File: config.mk
export PLATFORM = sky130hd
export DESIGN_NAME = mux_nx1_scan
export DESIGN_NICKNAME = d
export VERILOG_FILES = /design/src/rtl/mux_nx1_scan.sv
export SDC_FILE = /design/constraint.sdc
export NUM_CORES = 1
export LEC_CHECK = 0
export CORE_UTILIZATION = 36
export DETAILED_ROUTE_END_ITERATION = 8
export MAX_ROUTING_LAYER = met4
export PLACE_DENSITY = 0.82
export SYNTH_ARGS = -nofsm -noshare
export SYNTH_HDL_FRONTEND = slang
export SYNTH_SLANG_ARGS = --single-unit
File: constraint.sdc
create_clock -name clock -period 3.7 [get_ports clock]
set_clock_uncertainty 0.05 [all_clocks]
set_input_delay 0.555 -clock clock [delete_from_list [all_inputs] [get_ports clock]]
set_output_delay 0.555 -clock clock [all_outputs]
set_load 0.01 [all_outputs]
File: src/rtl/mux_nx1_scan.sv
// mux_nx1_scan: registered N-channel mux with manual select and round-robin scan; define MUX_SCAN_BLANK_EN for one-cycle blanking after each channel change
module mux_nx1_scan #(
   parameter int WIDTH    = 7,
   parameter int CHANNELS = 4,
   parameter int PERIOD   = 4,
   localparam int SELW    = (CHANNELS > 1) ? $clog2(CHANNELS) : 1
) (
   input  logic                      clock,
   input  logic                      reset,
   input  logic [CHANNELS*WIDTH-1:0] D,
   input  logic [SELW-1:0]           SEL,
   input  logic                      MODE,
   input  logic                      HOLD,
   output logic [WIDTH-1:0]          OUT,
   output logic [SELW-1:0]           CUR_SEL,
   output logic                      WRAP
);
   localparam int TW = $clog2(PERIOD + 1);
   localparam logic [SELW:0]   CH_N  = (SELW + 1)'(CHANNELS);
   localparam logic [SELW-1:0] LAST  = SELW'(CHANNELS - 1);
   localparam logic [TW-1:0]   TLAST = TW'(PERIOD - 1);
   logic [WIDTH-1:0] ch [CHANNELS];
   logic [WIDTH-1:0] out_q, out_d;
   logic [SELW-1:0]  sel_q, sel_d;
   logic [TW-1:0]    tmr_q, tmr_d;
   logic             wrap_q, wrap_d, adv;
`ifdef MUX_SCAN_BLANK_EN
   logic             chg_q, chg_d;
`endif
   for (genvar k = 0; k < CHANNELS; k++) begin : g_ch
      assign ch[k] = D[k*WIDTH +: WIDTH];
   end
   always_comb begin
      adv    = MODE && !HOLD && tmr_q == TLAST;
      tmr_d  = (!MODE || adv) ? '0 : HOLD ? tmr_q : tmr_q + 1'b1;
      sel_d  = !MODE ? (({1'b0, SEL} < CH_N) ? SEL : sel_q)
             : !adv ? sel_q : (sel_q == LAST) ? '0 : sel_q + 1'b1;
      wrap_d = adv && sel_q == LAST;
`ifdef MUX_SCAN_BLANK_EN
      chg_d  = sel_d != sel_q;
      out_d  = chg_q ? '0 : ch[sel_q];
`else
      out_d  = ch[sel_q];
`endif
   end
   always_ff @(posedge clock) begin
      if (reset) begin
         out_q  <= '0;
         sel_q  <= '0;
         tmr_q  <= '0;
         wrap_q <= 1'b0;
`ifdef MUX_SCAN_BLANK_EN
         chg_q  <= 1'b0;
`endif
      end else begin
         out_q  <= out_d;
         sel_q  <= sel_d;
         tmr_q  <= tmr_d;
         wrap_q <= wrap_d;
`ifdef MUX_SCAN_BLANK_EN
         chg_q  <= chg_d;
`endif
      end
   end
   assign OUT     = out_q;
   assign CUR_SEL = sel_q;
   assign WRAP    = wrap_q;
endmodule

; After elaboration in Yosys (flattened, before gate mapping)
; Cells that the tools add are included.
[totals]
register_bits = 13
input_bits = 34
output_inout_bits = 10
wordCells = 24
[op_classes]
n_bitwise = 1
n_mux = 6
add_sub_neg = 2
reduce_logical = 7
n_eq_ne = 3
n_lt_le_gt_ge = 1
[ops]
columns = cell, count
row1 = binary-select mux 7 bit (select 2 bit), 1
row2 = 2-to-1 mux 7 bit, 2
row3 = 2-to-1 mux 2 bit, 3
row4 = "adder 3 x 1 -> 3 bit, second input constant", 1
row5 = "== test 3 x 2 -> 1 bit, second input constant", 1
row6 = "greater-or-equal comparator 3 bit, second input constant", 1
row7 = logical AND 1 bit, 3
row8 = inverter 2 -> 3 bit, 1
row9 = "adder 2 x 1 -> 2 bit, second input constant", 1
row10 = "== test 2 bit, second input constant", 1
row11 = zero test 1 bit, 2
row12 = "!= test 2 x 1 -> 1 bit, second input constant", 1
row13 = OR reduction 2 bit, 1
row14 = logical OR 1 bit, 1

; Logic depth before layout (Yosys ltp)
[logic_depth]
ltp_word = 5
ltp_mapped = 5

; Least setup slack after synthesis
; Ideal clock, no wire load.
[synth_timing]
path_type = register -> register
from = register sel_q[0] (netlist: CUR_SEL[0])
to = register out_q[0] (netlist: OUT[0])
synth_period_minus_slack_ns = 1.339
n_path_buf = 1
stages_incl_launch_ff = 4
arrival_ns = 1.175
required_time_ns = 3.536
setup_time_ns = 0.114
setup_slack_ns = 2.361
cell_sequence = dfxtp_1 > buf_6 > mux4_2 > nor2b_1
[synth_via]
elab_chain_cells = 4
[synth_rtl]
columns = element, line
row1 = "start, declared", 24  ; logic [SELW-1:0] sel_q, sel_d;
row2 = "start signal, assigned", 57  ; sel_q <= sel_d;
row3 = inverter 2 -> 3 bit (implied by the code), 43  ; out_d = ch[sel_q];
row4 = binary-select mux 7 bit (select 2 bit), 43
row5 = 2-to-1 mux 7 bit (implied by the code) (2 in a row), 43
row6 = "end signal, assigned", 56  ; out_q <= out_d;
row7 = "end, declared", 23  ; logic [WIDTH-1:0] out_q, out_d;
; Every way passes these cells. The select of a mux whose other input is x is not followed.
; A chain may end at the register's enable or synchronous reset.

; Worst setup path in the final report
[layout_timing]
from = register sel_q[0] (netlist: CUR_SEL[0])
to = output CUR_SEL[0]
[layout_rtl]
columns = element, line
row1 = "end, declared", 15  ; output logic [SELW-1:0] CUR_SEL,
; No word-level cell between the ends.

==> out/qor_table.md <==
| Parameter | Reported | Unit |
| --- | --- | --- |
| Run status | finished clean | - |
| Detailed route wirelength on metal3 | 81 | um |
| Clock root buffer | sky130_fd_sc_hd__clkbuf_4 | - |
| Total of flip-flops plus latches after synthesis | 13 | - |
| Final Net Count | 136 | - |
| GRT Resource Usage Total | 16.7 | % |
| Worst vdd ir | 147 | uV |
| Share of the yosys chip area belonging to registers | 41.4 | % |
| Final Wtd Congestion | 0.763 | - |
| Vertical die dimension | 43.8 | um |
| Static leakage power | 0.000411 | uW |
| Count of flip-flops with a built-in enable after synthesis | 0 | - |
| Initial antenna violation count | 0 | - |
| CP Class | flip-flop to output pin | - |
| Critical path data required time | 3.09 | ns |
| Cells along the critical path | clkdlybuf4s50_1 | - |
| CTS max path bufs | 2 | - |
| Detailed Route WL | 1300 | um |
| Netlist cell types | 14 | - |
| Power Density | 297 | mW/mm^2 |
| Clock power frac | 26.0 | % |
| Starting utilization of the core area | 39.9 | % |
| Predominant post-synthesis flop cell | sky130_fd_sc_hd__dfxtp_1 | - |
| Via Count | 573 | - |
| Die boundary width | 43.8 | um |
| Top cell types by occurrence after synthesis | 13 x sky130_fd_sc_hd__dfxtp_1, 7 x sky130_fd_sc_hd__mux4_2, 7 x sky130_fd_sc_hd__nor2b_1 | - |
| Headroom to the max-slew limit | 62.0 | % |
| Final Hold Vio Count | 0 | - |
| Number of placement rows | 14 | - |
| Proportion of synthesized flip-flops having asynchronous set or reset | 0 | % |
| Path class of the lowest-slack min-delay path | flip-flop to flip-flop | - |
| Wire length per cell | 11.4 | um |
| Total global routing overflow | 0 | - |
| Final critical-path share of the clock period | 59.5 | % |
| Sequential cell area | 260 | sq um |
| Share of total power in sequential cells | 48.2 | % |
| Highest attainable clock frequency | 454 | MHz |
| Total net switching power | 70.4 | uW |
| Area used by multi-input combinational logic | 347 | sq um |
| Most common cell in the synthesized netlist | sky130_fd_sc_hd__dfxtp_1 | - |
| Initial detailed-routing violation count | 7 | - |
| Vias per Instance | 5.03 | - |
| Biggest area consumer among synthesized cells | sky130_fd_sc_hd__dfxtp_1 | - |
| First drt pass iteration count | 3 | - |
| Unrepaired setup endpoints after global routing | false | - |
| CP Capture Type | output pin | - |
| Syn nets | 90 | - |
| Topmost layer with routed signal wires | met4 | - |
| Fraction of synthesized cell area taken by the top area cell type | 41.4 | % |
| Post-Route Setup TNS | 0 | ns |
| Combinational group share of total power | 25.8 | % |
| Post-CTS setup-driven buffer insertion count | 0 | - |
| Arrival time at the worst endpoint | 1.60 | ns |
| Count of cell instances traversed by the critical path | 1 | - |
| Slowest CP cell | sky130_fd_sc_hd__dfxtp_1 | - |
| FF-to-FF Start | CUR_SEL[0] | - |
| Number of CTS-inserted buffers | 3 | - |
| Clock tree from TritonCTS | done | - |
| Combined buffer and inverter count along the critical path | 1 | - |
| Area growth from synthesis to layout | 73.4 | % |
| H-tree depth reported by CTS | 1 | - |
| Placeable core area | 0.00158 | sq mm |
| Sink count of the clock tree | 13 | - |
| Crit Path Max Fanout | 11 | - |
| MaxCap Viol Count | 0 | - |
| Number of primary I/O pins | 44 | - |
| Beginning of the critical path | CUR_SEL[0] | - |
| Design internal power | 254 | uW |
| Actual slew at the worst max-slew pin | 0.570 | ns |
| Gate count after technology mapping | 53 | - |
| I/O Buffers | 43 | - |
| Routed met2 length | 683 | um |
| End of the critical path | CUR_SEL[0] | - |
| Average instance area after synthesis | 11.9 | sq um |
| Skew-Pair Late Insertion Delay | 0.26 | ns |
| Met1 layer wirelength in the final routing | 521 | um |
| CTS Hold Bufs | 0 | - |
| Slew Limit Fails | 0 | - |
| Layout cells sized above 1 | 10.2 | % |
| Switching power share of the total | 21.7 | % |
| Count of nets left with antenna violations after detail routing | 0 | - |
| Largest net degree at the start of global routing | 12 | - |
| Worst R2R Setup Slack | 2.13 | ns |
| Startpoint type of the worst setup path | flip-flop | - |
| Number of antenna cells inserted | 0 | - |
| Reg2Reg Capture Point | OUT[4] | - |
| Clock-pin slew on the worst setup and hold paths | 0.08 | ns |
| Count of endpoints failing setup in the final report | 0 | - |
| Final Core Density | 69.2 | % |
| Stage delay of the slowest cell on the critical path | 0.69 | ns |
| Cells resized by post-CTS repair | 0 | - |
| Global-route wire length before repair | 2210 | um |
| Synthesized area | 629 | sq um |
| Filler Cell Count | 123 | - |
| Total Die Area | 0.00192 | sq mm |
| Minimum clock period after layout | 2.20 | ns |
| Drt drc | 0 | - |
| Family with the most delay on the worst path | flip-flops | - |
| Top post-synthesis cells by area | sky130_fd_sc_hd__dfxtp_1 41%, sky130_fd_sc_hd__mux4_2 25%, sky130_fd_sc_hd__nor2b_1 7.0% | - |
| Length in cells of the worst reg-to-reg path | 2 | - |
| Number of warnings issued by yosys | 0 | - |
| Vias in the first global route | 559 | - |
power by group through the flow:
stage / registers, uW / logic, uW / clock network [uW]
after detailed placement: 160 / 84.5 / 0
after global placement: 160 / 83.3 / 0
after global routing: 158 / 90.8 / 93.7
final: 156 / 83.8 / 84.3
after floorplan: 159 / 30.9 / 0
after CTS: 157 / 84.8 / 85.8
metrics by stage:
step                      instances  total power, uW  hold slack (ns)  worst slack (ns)  area (sq um)
after floorplan                  53              190            0.406              2.36           629
after global placement          110              243            0.425              1.77          1060
after detailed placement        110              245            0.437              1.75          1060
after CTS                       114              327            0.456              1.45          1090
after global routing            114              342            0.514              1.38          1090
final                           114              324            0.457              1.50          1090
layer usage:
layer	track usage [%]	vias up
met3	3.75	2
met1	18.7	257
li1	-	284
met5	-	-
met4	7.50	0
met2	28.1	30
sequential cells by signal, indices dropped and copies added (netlist names):
name / flops
OUT: 7
WRAP: 1
tmr_q: 3
CUR_SEL: 2
worst min path at each step:
| stage | slack (ns) | cells after the start | startpoint | end |
|---|---|---|---|---|
| 2_1_floorplan | 0.41 | 2 | tmr_q[2] | tmr_q[2] |
| 4_1_cts | 0.46 | 2 | tmr_q[1] | tmr_q[1] |
| 6_report | 0.46 | 2 | tmr_q[1] | tmr_q[1] |
| 5_1_grt | 0.51 | 2 | tmr_q[1] | tmr_q[1] |
| 3_5_place_dp | 0.44 | 2 | tmr_q[1] | tmr_q[1] |
| 3_3_place_gp | 0.42 | 2 | tmr_q[2] | tmr_q[2] |
placed cells by master, fill, tap and decap left out:
master | netlist | final
sky130_fd_sc_hd__dfxtp_1 | 13 | 13
sky130_fd_sc_hd__nor3_1 | 3 | 3
sky130_fd_sc_hd__clkbuf_4 | 0 | 3
sky130_fd_sc_hd__ha_1 | 3 | 3
sky130_fd_sc_hd__nor2_1 | 6 | 6
sky130_fd_sc_hd__a21oi_1 | 3 | 3
sky130_fd_sc_hd__nor3b_1 | 1 | 1
sky130_fd_sc_hd__nand2b_1 | 2 | 2
sky130_fd_sc_hd__a211oi_1 | 2 | 2
sky130_fd_sc_hd__clkdlybuf4s50_1 | 0 | 43
sky130_fd_sc_hd__inv_1 | 2 | 2
sky130_fd_sc_hd__clkbuf_1 | 1 | 1
sky130_fd_sc_hd__mux2i_1 | 2 | 2
sky130_fd_sc_hd__mux4_2 | 7 | 7
sky130_fd_sc_hd__nor2b_1 | 7 | 7
area by class of cell:
cell class / count / share of cell area, %
Tap cell: 16 / 1.83
Inverter: 2 / 0.688
Clock buffer: 4 / 2.41
Sequential cell: 13 / 23.9
Timing Repair Buffer: 43 / 39.4
Multi-Input combinational cell: 36 / 31.8
logic make-up (layout without fill, tap and decap cells):
group / count (synthesis) / count (layout) / share of synthesized area (%)
AOI/OAI and AO/OA: 5 / 5 / 4.77
adders and majority gates: 3 / 3 / 5.96
buffers and inverters: 4 / 49 / 3.58
DFF: 13 / 13 / 41.4
muxes: 9 / 9 / 28.2
and+or+nand+nor: 19 / 19 / 16.1
No activity file was read; power rests on OpenSTA's default activity.
